==> config.mk <==
export PLATFORM = sky130hd
export DESIGN_NAME = wb_regfile
export DESIGN_NICKNAME = d
export VERILOG_FILES = /design/src/rtl/cpu_pkg.sv /design/src/rtl/wb_mux.sv /design/src/rtl/wb_regfile.sv
export SDC_FILE = /design/constraint.sdc
export NUM_CORES = 2
export LEC_CHECK = 0
export CAP_MARGIN = 20
export CORE_UTILIZATION = 60
export CTS_CLUSTER_SIZE = 10
export DETAILED_ROUTE_END_ITERATION = 6
export PLACE_DENSITY = 0.85
export REMOVE_ABC_BUFFERS = 1
export SYNTH_ARGS = -nofsm -noshare
export SYNTH_HDL_FRONTEND = slang
export SYNTH_HIERARCHICAL = 1
export SYNTH_SLANG_ARGS = --single-unit
==> constraint.sdc <==
create_clock -name CLOCK -period 64.6 [get_ports CLOCK]
set_input_delay 12.92 -clock CLOCK [delete_from_list [all_inputs] [get_ports CLOCK]]
set_output_delay 12.92 -clock CLOCK [all_outputs]
set_load 0.05 [all_outputs]
==> src/rtl/cpu_pkg.sv <==
// rtl/cpu_pkg.sv - shared datapath widths and register-file constants
package cpu_pkg;

  localparam int DATA_W     = 32;
  localparam int NUM_REGS   = 32;
  localparam int REG_ADDR_W = 5;

  localparam logic [REG_ADDR_W-1:0] REG_ZERO = 5'd0;

  localparam logic [31:0] WB_COUNT_MAX = 32'hFFFF_FFFF;

endpackage : cpu_pkg

==> src/rtl/wb_mux.sv <==
// rtl/wb_mux.sv - 2:1 writeback select between ALU result and load data
module wb_mux
  import cpu_pkg::*;
#(
  parameter int DATA_W = cpu_pkg::DATA_W
) (
  input  logic              mem_to_reg,
  input  logic [DATA_W-1:0] alu_out,
  input  logic [DATA_W-1:0] read_data,
  output logic [DATA_W-1:0] wb_data
);

  // Load data wins when the instruction came from memory, otherwise the ALU result
  always_comb begin
    wb_data = mem_to_reg ? read_data : alu_out;
  end

endmodule : wb_mux

==> src/rtl/wb_regfile.sv <==
// rtl/wb_regfile.sv - register file with writeback select, write-through bypass and write counter
module wb_regfile
  import cpu_pkg::*;
#(
  parameter int DATA_W   = cpu_pkg::DATA_W,
  parameter int NUM_REGS = cpu_pkg::NUM_REGS
) (
  input  logic                  CLOCK,
  input  logic                  RESET,
  input  logic                  RegWrite,
  input  logic                  MemtoReg,
  input  logic [DATA_W-1:0]     ALUOut,
  input  logic [DATA_W-1:0]     ReadData,
  input  logic [REG_ADDR_W-1:0] WriteReg,
  input  logic [REG_ADDR_W-1:0] ReadReg1,
  input  logic [REG_ADDR_W-1:0] ReadReg2,
  output logic [DATA_W-1:0]     ReadData1,
  output logic [DATA_W-1:0]     ReadData2,
  output logic [DATA_W-1:0]     WB_Data,
  output logic [31:0]           WB_Count
);

  logic [DATA_W-1:0] regs_q [NUM_REGS];
  logic [DATA_W-1:0] regs_d [NUM_REGS];
  logic [31:0]       count_q;
  logic [31:0]       count_d;
  logic              write_en;

  wb_mux #(
    .DATA_W (DATA_W)
  ) u_wb_mux (
    .mem_to_reg (MemtoReg),
    .alu_out    (ALUOut),
    .read_data  (ReadData),
    .wb_data    (WB_Data)
  );

  // A write only takes effect outside reset and never to the hardwired zero register
  always_comb begin
    write_en = RegWrite && (WriteReg != REG_ZERO) && !RESET;
  end

  // Read ports: zero register and reset read 0, a same-cycle write is bypassed through
  always_comb begin
    ReadData1 = '0;
    ReadData2 = '0;
    if (!RESET && (ReadReg1 != REG_ZERO)) begin
      ReadData1 = (write_en && (ReadReg1 == WriteReg)) ? WB_Data : regs_q[ReadReg1];
    end
    if (!RESET && (ReadReg2 != REG_ZERO)) begin
      ReadData2 = (write_en && (ReadReg2 == WriteReg)) ? WB_Data : regs_q[ReadReg2];
    end
  end

  // Next register state and saturating count of effective writes
  always_comb begin
    regs_d  = regs_q;
    count_d = count_q;
    if (write_en) begin
      regs_d[WriteReg] = WB_Data;
      if (count_q != WB_COUNT_MAX) begin
        count_d = count_q + 32'd1;
      end
    end
  end

  // Storage and counter, cleared immediately on reset
  always_ff @(posedge CLOCK or posedge RESET) begin
    if (RESET) begin
      regs_q  <= '{default: '0};
      count_q <= '0;
    end else begin
      regs_q  <= regs_d;
      count_q <= count_d;
    end
  end

  assign WB_Count = count_q;

endmodule : wb_regfile

==> impl_results.md <==
* Clk Latency, worst-skew pair at approximately 0.7 ns
* Unrepaired setup endpoints after global routing: false
* Comb power frac at 0.188
* Yosys cell types at between 50 and 60
* I/O Pins at around 210
* Non-Filler Instances at slightly above 5,000
* Worst IR Drop VDD at between 0.00002 and 0.000025 V
* Post-Syn Area at 0.0571 mm2
* DRT Pass-1 Iters at 7
* Primary FF master, synth: dfrtp_1
* Cell depth of the worst hold path at 0
* Avg Vias per Cell at 7.37
* DR WL/cell at about 32 um
* Number of global-route vias before repair at about 39,000
* Synth area leader: dfrtp_1
* Final hold vios at 0
* P_sw at about 0.0005 W
* Max-cap check violation count at 0
* Clock network power share at 0.343
* Pwr/cell area at 28.0 mW/mm2
* Initial Util at 0.609
* Hold_buf cts at 0
* GPL Wtd Cong at 0.816
* Final setup violation count at 0
* Yosys reg bits at ~1,100
* DP HPWL at between 80 and 90 mm
* Top-area cell type share of the netlist area at 0.463
* Post-Place Cells at ~5,000
* Synthesis-to-finish area growth at 9.75%
* Overflow after GRT at 0
* Avg Inst Size Synth at between 10 and 15 um2
* Post_cts resized at 0
* Die X at approximately 310 um
* Slew HR at 0.235
* Synthesis warning total at 6
* CTS buffer count at around 120
* Required time of the critical path at approximately 52 ns
* Gr usage total at 0.345
* Most frequent cell after synthesis: dfrtp_1
* Vias at 37,828
* DRC viols at 17
* Worst-path fanout max at 87
* Routed Wire Length at between 150 and 200 mm
* Layout cell share with drive strength beyond 1 at 0.426
* Initial antenna violation count at 4
* H-tree Lvls at 3
* Sw frac at 0.278
* Arrival time worst endpoint at between 15 and 20 ns
* Core area at around 0.094 mm2
* Die H at between 300 and 400 um
* Worst clock skew at 0.00814 ns
* Post-route ant nets at 0
* Max Fclk at around 33 MHz
* Final worst-path cycle share at 0.471
* Fill cells at between 6,000 and 7,000
* # rows at around 110
* Critical path class: in -> out
* DR iter-0 viols at 4,467
* Number of synthesized flops with an enable pin at 0
* Clock root cell: clkbuf_16
* Max-slew violation count at 0
* Outcome: complete, but fails checks
* Int Pwr at 0.00127 W
* R2R depth at 5
* FFs w/ async S/R, synth at 1.00
* Clk sinks at between 1,000 and 1,500
* Port Buf Inserts at between 200 and 250
* CTS clk-pin slew, worst paths at roughly 0.050 ns
* Part of the Yosys area used for sequential elements at 0.463
* P_leak at 28.0 nW
* Clock buffer depth at 3
* Critical Path Source Type: primary input
* Die area at ~0.096 mm2
* First-pass GRT wire length at about 250 mm
* Setup_tns at 0 ns
* HP Class: reg -> reg
* Main area contributors after synthesis: dfrtp_1, mux2_2, mux4_2
* Post-synth top cells: dfrtp_1, mux2_2, mux4_2
* # diodes at 0
* R2R Setup Slk at between 60 and 70 ns
* Flop pwr share at 0.469
* Largest net degree at the start of global routing at roughly 190
* Post-synthesis cell count at just under 4,000
* Violations in the final reports: DRC
* Fin nets at slightly below 4,000
* CTS tree: yes
* Crit path capture type: primary output
* Min Tclk post-route at 30.46 ns
* Post-CTS setup buffers at 0
* Worst-Margin Slew at approximately 1.1 ns
[sequential cells by signal, summed over array words and instances, names as in the netlist]
name	cells
regs_q	1024
WB_Count	32
[placed cells by master (no fill, tap or decap), types with 34 or more instances in the layout]
| cell type | n |
|---|---|
| dfrtp_1 | 1056 |
| a211oi_1 | 66 |
| nand4_1 | 35 |
| a21oi_1 | 34 |
| a221oi_1 | 64 |
| clkbuf_16 | 119 |
| nor2_1 | 70 |
| mux2_1 | 96 |
| mux2i_1 | 164 |
| mux4_2 | 445 |
| mux2_2 | 901 |
| a22oi_1 | 156 |
| buf_4 | 70 |
| clkdlybuf4s50_1 | 203 |
[through the flow]
step / utilization / hold slack (ns) / total power, W / area (um2) / setup slack, ns
3_3_place_gp: 0.634 / 0.376 / 0.00114 / 59400 / 34.21
6_report: 0.669 / 0.395 / 0.00175 / 62700 / 34.14
3_5_place_dp: 0.634 / 0.383 / 0.00115 / 59400 / 34.22
4_1_cts: 0.668 / 0.397 / 0.00175 / 62700 / 34.21
5_1_grt: 0.669 / 0.406 / 0.00181 / 62700 / 34.02
2_1_floorplan: - / 0.365 / 0.00104 / 54900 / 6.55
[cells by family after synthesis]
| logic type | count (synthesis) | synth area share |
|---|---|---|
| flip-flops | 1056 | 0.463 |
| AO/OA/AOI/OAI | 428 | 0.0558 |
| XOR/XNOR | 40 | 0.00613 |
| multiplexers | 1636 | 0.409 |
| adder cells (fa/ha/maj) | 1 | 0.000219 |
| buffers and inverters | 453 | 0.0401 |
| AND/OR/NAND/NOR | 276 | 0.0266 |
[worst paths after layout]
path                               from            end
setup / recovery            ReadReg1[1]  ReadData1[14]
hold reg to reg            regs_q[1022]   regs_q[1022]
max in group asynchronous         RESET    regs_q[913]
hold / removal             regs_q[1022]   regs_q[1022]
min in group asynchronous         RESET    WB_Count[0]
setup reg to reg            WB_Count[2]   WB_Count[29]
[power groups by stage]
stage | clock network (W) | logic (W) | registers, W
after floorplan | 0 | 0.000231 | 0.000813
after detailed placement | 0 | 0.000326 | 0.000828
after global routing | 0.000630 | 0.000351 | 0.000831
after CTS | 0.000604 | 0.000329 | 0.000818
final | 0.000602 | 0.000330 | 0.000822
after global placement | 0 | 0.000316 | 0.000819
[critical path, cell delays in order]
cell and delay (ns):
buf_8 0.56, buf_4 0.70, buf_4 0.68, buf_4 0.67, mux4_2 0.58, a22oi_1 0.21, nand4_1 0.13, nor2_1 0.16
nor2_1 0.08, clkdlybuf4s50_1 0.71
[per-layer routing]
layer | share of wire | track usage | wire (um) | vias to the layer above
met5 | 0.00015 | 0 | 25 | -
met4 | 0.052 | 0.171 | 8600 | 4
met3 | 0.11 | 0.102 | 18800 | 540
met2 | 0.46 | 0.520 | 75800 | 2330
met1 | 0.37 | 0.459 | 61800 | 19984
li1 | - | - | - | 14970
[cell type report]
type	instances	area, um2	share of cell area
clock inverter	12	176	0.00281
tap	1254	1570	0.0250
sequential	1056	26400	0.421
multi-input combinational	2381	28600	0.457
clock buffer	137	3090	0.0492
inverter	7	33.8	0.000539
timing repair buffer	285	2760	0.0441
No activity file was read; power rests on OpenSTA's default activity.
